`src/rtl/varlat_bank_arbiter_if.sv`:
```
// Initiator-side and bank-side bundle of the variable-latency bank arbiter.
// The slave modport is the arbiter view; master is the environment view.
interface varlat_bank_arbiter_if #(
    parameter int unsigned NumIn          = 4,
    parameter int unsigned AddrWidth      = 12,
    parameter int unsigned DataWidth      = 32,
    parameter int unsigned BeWidth        = DataWidth / 8,
    parameter int unsigned NumOutstanding = 2
);
    localparam int unsigned CntW = $clog2(NumOutstanding + 1);

    logic [NumIn-1:0]           req_i;
    logic [NumIn*AddrWidth-1:0] add_i;
    logic [NumIn-1:0]           we_i;
    logic [NumIn*DataWidth-1:0] wdata_i;
    logic [NumIn*BeWidth-1:0]   be_i;
    logic [NumIn-1:0]           gnt_o;
    logic [NumIn-1:0]           vld_o;
    logic [NumIn*DataWidth-1:0] rdata_o;

    logic                       req_o;
    logic                       gnt_i;
    logic [AddrWidth-1:0]       add_o;
    logic                       we_o;
    logic [DataWidth-1:0]       wdata_o;
    logic [BeWidth-1:0]         be_o;
    logic                       rvalid_i;
    logic                       rready_o;
    logic [DataWidth-1:0]       rdata_i;
    logic [CntW-1:0]            outst_o;

    modport slave (
        input  req_i, add_i, we_i, wdata_i, be_i,
        output gnt_o, vld_o, rdata_o,
        output req_o, add_o, we_o, wdata_o, be_o, rready_o, outst_o,
        input  gnt_i, rvalid_i, rdata_i
    );

    modport master (
        output req_i, add_i, we_i, wdata_i, be_i,
        input  gnt_o, vld_o, rdata_o,
        input  req_o, add_o, we_o, wdata_o, be_o, rready_o, outst_o,
        output gnt_i, rvalid_i, rdata_i
    );
endinterface

```
`src/rtl/varlat_bank_arbiter.sv`:
```
// Round-robin arbiter sharing one variable-latency bank among NumIn initiators.
// Stalled grants stay locked; an index FIFO routes responses back in order.
module varlat_bank_arbiter #(
    parameter int unsigned NumIn          = 4,
    parameter int unsigned AddrWidth      = 12,
    parameter int unsigned DataWidth      = 32,
    parameter int unsigned BeWidth        = DataWidth / 8,
    parameter int unsigned NumOutstanding = 2
) (
    input logic                 clk_i,
    input logic                 rst_i,
    varlat_bank_arbiter_if.slave bus
);
    localparam int unsigned IdxW = (NumIn > 1) ? $clog2(NumIn) : 1;
    localparam int unsigned PtrW = (NumOutstanding > 1) ? $clog2(NumOutstanding) : 1;
    localparam int unsigned CntW = $clog2(NumOutstanding + 1);

    logic [IdxW-1:0] rr_q, rr_d;
    logic            lock_q, lock_d;
    logic [IdxW-1:0] lock_idx_q, lock_idx_d;
    logic [IdxW-1:0] fifo_q [NumOutstanding];
    logic [IdxW-1:0] fifo_d [NumOutstanding];
    logic [PtrW-1:0] wptr_q, wptr_d;
    logic [PtrW-1:0] rptr_q, rptr_d;
    logic [CntW-1:0] cnt_q, cnt_d;

    logic            full;
    logic            empty;
    logic            lock_hold;
    logic [IdxW-1:0] rr_win;
    logic [IdxW-1:0] winner;
    logic            req;
    logic            hs;
    logic            pop;
    int unsigned     cand;
    logic            found;

    assign full  = (cnt_q == CntW'(NumOutstanding));
    assign empty = (cnt_q == '0);

    // A lock whose initiator withdrew is ignored so arbitration proceeds this cycle.
    assign lock_hold = lock_q & bus.req_i[lock_idx_q];

    always_comb begin
        rr_win = '0;
        found  = 1'b0;
        cand   = 0;
        for (int k = 0; k < int'(NumIn); k++) begin
            cand = int'(rr_q) + k;
            if (cand >= NumIn) begin
                cand = cand - NumIn;
            end
            if (!found && bus.req_i[cand]) begin
                found  = 1'b1;
                rr_win = IdxW'(cand);
            end
        end
    end

    assign winner = lock_hold ? lock_idx_q : rr_win;
    assign req    = (|bus.req_i) & ~full;
    assign hs     = req & bus.gnt_i;
    assign pop    = bus.rvalid_i & ~empty;

    always_comb begin
        bus.req_o   = req;
        bus.add_o   = '0;
        bus.we_o    = 1'b0;
        bus.wdata_o = '0;
        bus.be_o    = '0;
        bus.gnt_o   = '0;
        if (req) begin
            bus.add_o   = bus.add_i[int'(winner)*AddrWidth +: AddrWidth];
            bus.we_o    = bus.we_i[winner];
            bus.wdata_o = bus.wdata_i[int'(winner)*DataWidth +: DataWidth];
            bus.be_o    = bus.be_i[int'(winner)*BeWidth +: BeWidth];
        end
        if (hs) begin
            bus.gnt_o[winner] = 1'b1;
        end
    end

    always_comb begin
        bus.vld_o    = '0;
        bus.rready_o = ~empty;
        bus.rdata_o  = {NumIn{bus.rdata_i}};
        bus.outst_o  = cnt_q;
        if (pop) begin
            bus.vld_o[fifo_q[rptr_q]] = 1'b1;
        end
    end

    always_comb begin
        rr_d       = rr_q;
        lock_d     = lock_q;
        lock_idx_d = lock_idx_q;
        if (lock_q && !bus.req_i[lock_idx_q]) begin
            lock_d = 1'b0;
        end
        if (hs) begin
            rr_d   = (winner == IdxW'(NumIn - 1)) ? '0 : winner + IdxW'(1);
            lock_d = 1'b0;
        end else if (req) begin
            lock_d     = 1'b1;
            lock_idx_d = winner;
        end
    end

    always_comb begin
        fifo_d = fifo_q;
        wptr_d = wptr_q;
        rptr_d = rptr_q;
        cnt_d  = cnt_q;
        if (hs) begin
            fifo_d[wptr_q] = winner;
            wptr_d = (wptr_q == PtrW'(NumOutstanding - 1)) ? '0 : wptr_q + PtrW'(1);
        end
        if (pop) begin
            rptr_d = (rptr_q == PtrW'(NumOutstanding - 1)) ? '0 : rptr_q + PtrW'(1);
        end
        unique case ({hs, pop})
            2'b10:   cnt_d = cnt_q + CntW'(1);
            2'b01:   cnt_d = cnt_q - CntW'(1);
            default: cnt_d = cnt_q;
        endcase
    end

    always_ff @(posedge clk_i) begin
        if (rst_i) begin
            rr_q       <= '0;
            lock_q     <= 1'b0;
            lock_idx_q <= '0;
            wptr_q     <= '0;
            rptr_q     <= '0;
            cnt_q      <= '0;
            for (int i = 0; i < int'(NumOutstanding); i++) begin
                fifo_q[i] <= '0;
            end
        end else begin
            rr_q       <= rr_d;
            lock_q     <= lock_d;
            lock_idx_q <= lock_idx_d;
            wptr_q     <= wptr_d;
            rptr_q     <= rptr_d;
            cnt_q      <= cnt_d;
            fifo_q     <= fifo_d;
        end
    end
endmodule

```
`src/flat_wrapper.sv`:
```
// flat-port wrapper written by rule: the top's interface ports become plain ports
module varlat_bank_arbiter_flat 
#(
    parameter int unsigned NumIn          = 4,
    parameter int unsigned AddrWidth      = 12,
    parameter int unsigned DataWidth      = 32,
    parameter int unsigned BeWidth        = DataWidth / 8,
    parameter int unsigned NumOutstanding = 2
)
  (clk_i, rst_i, bus_req_i, bus_add_i, bus_we_i, bus_wdata_i, bus_be_i, bus_gnt_o, bus_vld_o, bus_rdata_o, bus_req_o, bus_add_o, bus_we_o, bus_wdata_o, bus_be_o, bus_rready_o, bus_outst_o, bus_gnt_i, bus_rvalid_i, bus_rdata_i);
  varlat_bank_arbiter_if #(.NumIn(NumIn), .AddrWidth(AddrWidth), .DataWidth(DataWidth), .BeWidth(BeWidth), .NumOutstanding(NumOutstanding)) bus_i ();
  input logic clk_i;
  input logic rst_i;
  input wire logic [$bits(bus_i.req_i)-1:0] bus_req_i;
  input wire logic [$bits(bus_i.add_i)-1:0] bus_add_i;
  input wire logic [$bits(bus_i.we_i)-1:0] bus_we_i;
  input wire logic [$bits(bus_i.wdata_i)-1:0] bus_wdata_i;
  input wire logic [$bits(bus_i.be_i)-1:0] bus_be_i;
  output wire logic [$bits(bus_i.gnt_o)-1:0] bus_gnt_o;
  output wire logic [$bits(bus_i.vld_o)-1:0] bus_vld_o;
  output wire logic [$bits(bus_i.rdata_o)-1:0] bus_rdata_o;
  output wire logic [$bits(bus_i.req_o)-1:0] bus_req_o;
  output wire logic [$bits(bus_i.add_o)-1:0] bus_add_o;
  output wire logic [$bits(bus_i.we_o)-1:0] bus_we_o;
  output wire logic [$bits(bus_i.wdata_o)-1:0] bus_wdata_o;
  output wire logic [$bits(bus_i.be_o)-1:0] bus_be_o;
  output wire logic [$bits(bus_i.rready_o)-1:0] bus_rready_o;
  output wire logic [$bits(bus_i.outst_o)-1:0] bus_outst_o;
  input wire logic [$bits(bus_i.gnt_i)-1:0] bus_gnt_i;
  input wire logic [$bits(bus_i.rvalid_i)-1:0] bus_rvalid_i;
  input wire logic [$bits(bus_i.rdata_i)-1:0] bus_rdata_i;
  assign bus_i.req_i = bus_req_i;
  assign bus_i.add_i = bus_add_i;
  assign bus_i.we_i = bus_we_i;
  assign bus_i.wdata_i = bus_wdata_i;
  assign bus_i.be_i = bus_be_i;
  assign bus_gnt_o = bus_i.gnt_o;
  assign bus_vld_o = bus_i.vld_o;
  assign bus_rdata_o = bus_i.rdata_o;
  assign bus_req_o = bus_i.req_o;
  assign bus_add_o = bus_i.add_o;
  assign bus_we_o = bus_i.we_o;
  assign bus_wdata_o = bus_i.wdata_o;
  assign bus_be_o = bus_i.be_o;
  assign bus_rready_o = bus_i.rready_o;
  assign bus_outst_o = bus_i.outst_o;
  assign bus_i.gnt_i = bus_gnt_i;
  assign bus_i.rvalid_i = bus_rvalid_i;
  assign bus_i.rdata_i = bus_rdata_i;
  varlat_bank_arbiter #(.NumIn(NumIn), .AddrWidth(AddrWidth), .DataWidth(DataWidth), .BeWidth(BeWidth), .NumOutstanding(NumOutstanding)) u_core (.clk_i(clk_i), .rst_i(rst_i), .bus(bus_i));
endmodule
```
`config.mk`:
```
export PLATFORM = sky130hd
export DESIGN_NAME = varlat_bank_arbiter_flat
export DESIGN_NICKNAME = d
export VERILOG_FILES = /design/src/rtl/varlat_bank_arbiter_if.sv /design/src/rtl/varlat_bank_arbiter.sv /design/src/flat_wrapper.sv
export SDC_FILE = /design/constraint.sdc
export NUM_CORES = 1
export LEC_CHECK = 0
export ABC_AREA = 1
export BUFFER_PORTS_ARGS = -buffer_cell sky130_fd_sc_hd__buf_2
export CELL_PAD_IN_SITES_DETAIL_PLACEMENT = 1
export CELL_PAD_IN_SITES_GLOBAL_PLACEMENT = 1
export CORE_AREA = 8 8 158 160
export DETAILED_ROUTE_END_ITERATION = 16
export DIE_AREA = 0 0 166 168
export GPL_TIMING_DRIVEN = 0
export PLACE_DENSITY = 0.75
export SYNTH_ARGS = -nofsm -noshare
export SYNTH_HDL_FRONTEND = slang
export SYNTH_SLANG_ARGS = --single-unit
```
`constraint.sdc`:
```
create_clock -name clk_i -period 4.75 [get_ports clk_i]
set_clock_uncertainty 0.1 [all_clocks]
set_input_delay 0.475 -clock clk_i [delete_from_list [all_inputs] [get_ports clk_i]]
set_output_delay 0.475 -clock clk_i [all_outputs]
set_load 0.02 [all_outputs]
```
* Yosys cells after proc, flatten, opt, wreduce, memory -nomap -nowiden *
Index checks and enable logic that the tools add are counted.

operators by class
  reductions and logical operators = 17
  multiply operators = 1
  magnitude comparators = 16
  shift-type cells = 3
  add/subtract/negate cells = 12
  bitwise operators = 9
  equal/unequal tests = 4
  muxes and demuxes = 46

operators with widths
  operator                                                             number
  2-to-1 mux 32 bit                                                    5
  less-than comparator 32 x 3 -> 1 bit (second input constant)         4
  variable part select 128 x 8 -> 32 bit                               1
  greater-or-equal comparator 32 x 3 -> 1 bit (second input constant)  3
  subtractor 32 x 3 -> 32 bit (second input constant)                  3
  variable part select 48 x 7 -> 12 bit                                1
  2-to-1 mux 2 bit                                                     10
  2-to-1 mux 1 bit                                                     16
  variable part select 16 x 5 -> 4 bit                                 1
  binary-select mux 1 bit (select 2 bit)                               6
  2-to-1 mux 12 bit                                                    1
  2-to-1 mux 4 bit                                                     3
  less-than comparator 2 x 3 -> 1 bit (second input constant)          3
  logical AND 1 bit                                                    7
  adder 2 x 2 -> 3 bit (second input constant)                         2
  == test 2 bit (second input constant)                                3
  adder 2 x 1 -> 2 bit (second input constant)                         2
  AND 1 bit                                                            4
  bitwise mux 4 bit                                                    1
  demux 1 bit (select 2 bit)                                           2
  greater-or-equal comparator 2 x 1 -> 1 bit (second input constant)   2
  greater-or-equal comparator 2 bit (second input constant)            2
  logical NOT 1 bit                                                    4
  multiplier 2 x 2 -> 4 bit (second input constant)                    1
  other kinds (16)                                                     21

storage, ports and cells
  register bits after elaboration = 13
  output and inout bits = 189
  word-level logic and storage cells = 116
  bits of input ports = 236

* Logic depth before layout (Yosys ltp) *
  depth after elaboration = 20
  gate-level depth with buffers = 17
  mapped depth without buffers = 15

* Worst setup path after synthesis *
Ideal clock, no wire load.

  path kind = input port to output port
  start point = in bus_req_i[3]
  end point = out bus_be_o[0]
  slack = 2226 ps
  stages = 13
  arrival time = 1949 ps
  cell sequence = inv_1 > nand2_1 > nand3_1 > nand2_1 > nor2_2 > nand2_1 > nand3_2 > nand2_4 > buf_4 > buf_2 > nand3b_1 > nand3_1 > a21oi_1

on the way
  word-level cells in the longest chain between the ends = 15
  elaborated cells on any way between the ends = 29
  classes of those cells = shift: 1; mux: 19; bitwise: 2; reduce/logical: 7

ends and longest elaborated chain
  what                                    RTL line                   text
  start: declaration                      flat_wrapper.sv:14         input wire logic [$bits(bus_i.req_i)-1:0] bus_req_i;
  binary-select mux 1 bit (select 2 bit)  varlat_bank_arbiter.sv:53  if (!found && bus.req_i[cand]) begin
  2-to-1 mux 1 bit (not written as such)  varlat_bank_arbiter.sv:53
  2-to-1 mux 1 bit                        varlat_bank_arbiter.sv:53
  logical NOT 1 bit                       varlat_bank_arbiter.sv:53
  logical AND 1 bit                       varlat_bank_arbiter.sv:53
  2-to-1 mux 1 bit                        varlat_bank_arbiter.sv:53
  logical NOT 1 bit                       varlat_bank_arbiter.sv:53
  logical AND 1 bit                       varlat_bank_arbiter.sv:53
  2-to-1 mux 1 bit                        varlat_bank_arbiter.sv:53
  logical NOT 1 bit                       varlat_bank_arbiter.sv:53
  logical AND 1 bit                       varlat_bank_arbiter.sv:53
  2-to-1 mux 2 bit                        varlat_bank_arbiter.sv:53
  2-to-1 mux 2 bit                        varlat_bank_arbiter.sv:60  assign winner = lock_hold ? lock_idx_q : rr_win;
  variable part select 16 x 5 -> 4 bit    varlat_bank_arbiter.sv:76  bus.be_o = bus.be_i[int'(winner)*BeWidth +: BeWidth];
  2-to-1 mux 4 bit (*)                    varlat_bank_arbiter.sv:72  if (req) begin
  end: declaration                        flat_wrapper.sv:26         output wire logic [$bits(bus_i.be_o)-1:0] bus_be_o;

Mark *: on every way between the ends. The rest lies on a longest branch, timed or not. The select of a mux whose other input is x is not followed.

* Final worst setup path *
  start point = reg u_core.lock_idx_q[0]
  end point = out bus_be_o[1]

on the way
  word-level cells in the longest chain between the ends = 6

ends and longest elaborated chain
  what                                      RTL line                    text
  start: declaration                        varlat_bank_arbiter.sv:20   logic [IdxW-1:0] lock_idx_q, lock_idx_d;
  start signal: assignment                  varlat_bank_arbiter.sv:142  lock_idx_q <= lock_idx_d;
  binary-select mux 1 bit (select 2 bit)    varlat_bank_arbiter.sv:42   assign lock_hold = lock_q & bus.req_i[lock_idx_q];
  2-to-1 mux 1 bit (not written as such)    varlat_bank_arbiter.sv:42
  AND 1 bit                                 varlat_bank_arbiter.sv:42
  2-to-1 mux 2 bit (*)                      varlat_bank_arbiter.sv:60
  variable part select 16 x 5 -> 4 bit (*)  varlat_bank_arbiter.sv:76
  2-to-1 mux 4 bit (*)                      varlat_bank_arbiter.sv:72

Marks and branches as above.

==> flow_summary.yaml <==
sta:
  slew_headroom: 0.4639
  fmax_mhz: 277.0
  timing.setup.tns_ns: 0
  worstMarginPinSlew_ns: 0.7988
  hold_viol_final: 0
  finalSetupViolCount: 0
  min_period_ns: 3.610
  final_max_slew_viol_count: 0
  rsz0062_at_grt: "no"
  period_share: 0.7600
pwr:
  finalPower_uw: 4708
  p_int_uw: 1650
  power_switching_uw: 3058
  clock_power_share: 0.034
  seq_power_share: 0.035
  swShare: 0.6496
  p_comb_frac: 0.931
  p_per_area_nw_per_um2: 688.8
  p_leak_uw: 0.004373
  ir_worst_vdd_uv: 215.0
setup_path:
  critical_path_buf_inv_count: 5
  cp.required_ns: 4.18
  critPathKind: "reg -> out"
  crit_family: "buffers and inverters"
  crit_slowest_cell: "buf_1"
  crit_fanout: 10
  arrival_ns: 3.03
  critPathCaptureType: "primary output"
  crit_chain: "inv_1, nor2_1, o21ai_0, nand2_1, inv_1, nand2_1, buf_2, buf_1, nand3b_1, nand3_1, a21oi_1, buf_2"
  critPathMaxStageDelay_ns: 0.49
  crit_path_start_kind: "flip-flop"
clocking:
  cts_setup_buffers: 0
  insertion_delay_ns: 0.24
  cts_hold_buffers: 0
  cts_buffer_depth: 2
  cts_buffers: 3
  cts_tree: "done"
  clk_pin_slew_ns: 0.04
  cts.sinks: 13
  ctsResizeCount: 0
  root_buffer: "clkbuf_16"
  h-tree-depth: 1
floorplanning:
  die_area_um2: 27890
  num_rows: 55
  ios: 425
  start_util: 0.1984
  fp.dieW_um: 166
  core_um2: 22370
  die_y_um: 168
routing:
  drt_pre_antenna_iters: 5
  vias_per_cell: 4.325
  drt_iter0_markers: 235
  vias: 6505
  wire_per_inst_um: 17.24
  routed_wl_um: 25920
  drc: 0
  ant_nets: 0
global_route:
  grt_max_degree: 12
  first_global_vias: 6926
  grt_pass1_wl_um: 38960
  overflow: 0
  antenna_found_initial: 0
  grt_usage: 0.1742
final_layout:
  layout.nets: 1461
  drive_above_1_share: 0.4586
  mostFrequentLayoutCell: "buf_2"
  syn_to_final_growth_pct: 54.02
  antennaDiodeCount: 0
  final.fill_count: 3129
  seqCellArea_um2: 260.3
  mostFrequentLayoutCells: "buf_2 (406), inv_1 (172), nand3_1 (154)"
  multi_input_area_um2: 2291
synth:
  ys_ff_latch: 13
  syn-cell-area_um2: 4438
  ys.warnings.count: 0
  ys_seq_area_frac: 0.05864
  yosysTopAreaCell: "buf_4"
  netlist_instances: 823
  syn_nets: 1064
  syn_area_per_cell_um2: 5.392
  ys_top_cells_by_area: "buf_4 (22%), nand3_1 (17%), inv_1 (15%)"
  yosysTopAreaCellShare: 0.2216
  netlist-cell-type-count: 28
placed_design:
  gp_congestion: 0.7756
  hpwl_um: 22470
  io_buffers: 392
run_status:
  status: "finished, final reports clean"
job:
  max-cap-violations: 0
worst_hold_path:
  min_path_type: "reg -> reg"
## power groups by stage
stage / Combinational, uW / Sequential (uW) / Clock, uW
after floorplan: 2840 / 165 / 0
after global routing: 4810 / 170 / 167
after detailed placement: 4440 / 167 / 0
after CTS: 4460 / 166 / 159
after global placement: 4380 / 167 / 0
final: 4380 / 167 / 158
## Yosys cell counts
library cell and number:
buf_6 7, a21boi_4 1, dfxtp_1 13, nand3_1 154, o211ai_1 2, a21oi_1 58
o21ai_1 2, buf_2 14, buf_4 131, inv_1 172, a21oi_2 1, nand3b_1 50
nand2_1 148, nand2_4 1, nor2_2 1, or2_2 1, clkbuf_1 22, clkinv_1 1
ha_1 5, inv_2 4, o22ai_1 2, nand3_2 1, nor2_1 13, nand2_2 2
buf_1 2, nor3_1 2, nand4_1 1, o21ai_0 12
## logic make-up (layout without fill, tap and decap cells)
group,Yosys count,in the layout,share of synthesized area
buf+inv,353,749,0.4251
flops,13,13,0.05864
compound gates,78,78,0.09360
fa+ha+maj,5,5,0.01410
simple gates,374,374,0.4085
## per-stage QoR
step,hold WS (ns),worst slack (ns),std cells,utilization,instance area (um^2)
after global placement,0.3734,1.150,1500,0.3021,6756
after CTS,0.3892,1.065,1504,0.3056,6835
after global routing,0.4248,0.8514,1504,0.3056,6835
final,0.3875,1.140,1504,0.3056,6835
after floorplan,0.3549,2.226,823,-,4438
after detailed placement,0.3837,1.106,1500,0.3021,6756
## area by class of cell
cell class | instances | share of cell area
Buffer | 176 | 0.1788
Clock buffer | 4 | 0.01153
Inverter | 177 | 0.09720
Multi-Input combinational cell | 457 | 0.3352
Sequential cell | 13 | 0.03807
Tap cell | 285 | 0.05217
Timing Repair Buffer | 392 | 0.2870
## layer usage
metal,wire length [um],global-route usage,vias up
li1,-,-,3211
met1,10280,0.1915,3025
met2,13450,0.3348,253
met3,1906,0.04654,16
met4,285,0.02530,0
met5,0,0,-
## sequential cells by signal, summed over array words and instances (netlist names)
signal	count
u_core.rr_q	2
u_core.wptr_q	1
u_core.lock_q	1
u_core.fifo_q	4
u_core.bus.outst_o	2
u_core.rptr_q	1
u_core.lock_idx_q	2
## tightest hold or removal path, cell delays in order (launching register included)
cell and delay (ns):
dfxtp_1 0.31, inv_1 0.06, a21oi_1 0.06
## final timing paths
check / start / end / slack [ns] / cells after the start
worst max-delay path: u_core.lock_idx_q[0]$_SDFFE_PP0P_ / bus_be_o[1] / 1.14 / 12
worst min-delay path: u_core.wptr_q$_SDFFE_PP0P_ / u_core.wptr_q$_SDFFE_PP0P_ / 0.39 / 2
worst max register to register: u_core.lock_idx_q[0]$_SDFFE_PP0P_ / u_core.rr_q[1]$_SDFFE_PP0P_ / 2.11 / 14
worst min register to register: u_core.wptr_q$_SDFFE_PP0P_ / u_core.wptr_q$_SDFFE_PP0P_ / 0.39 / 2
No activity file was read; power rests on OpenSTA's default activity.
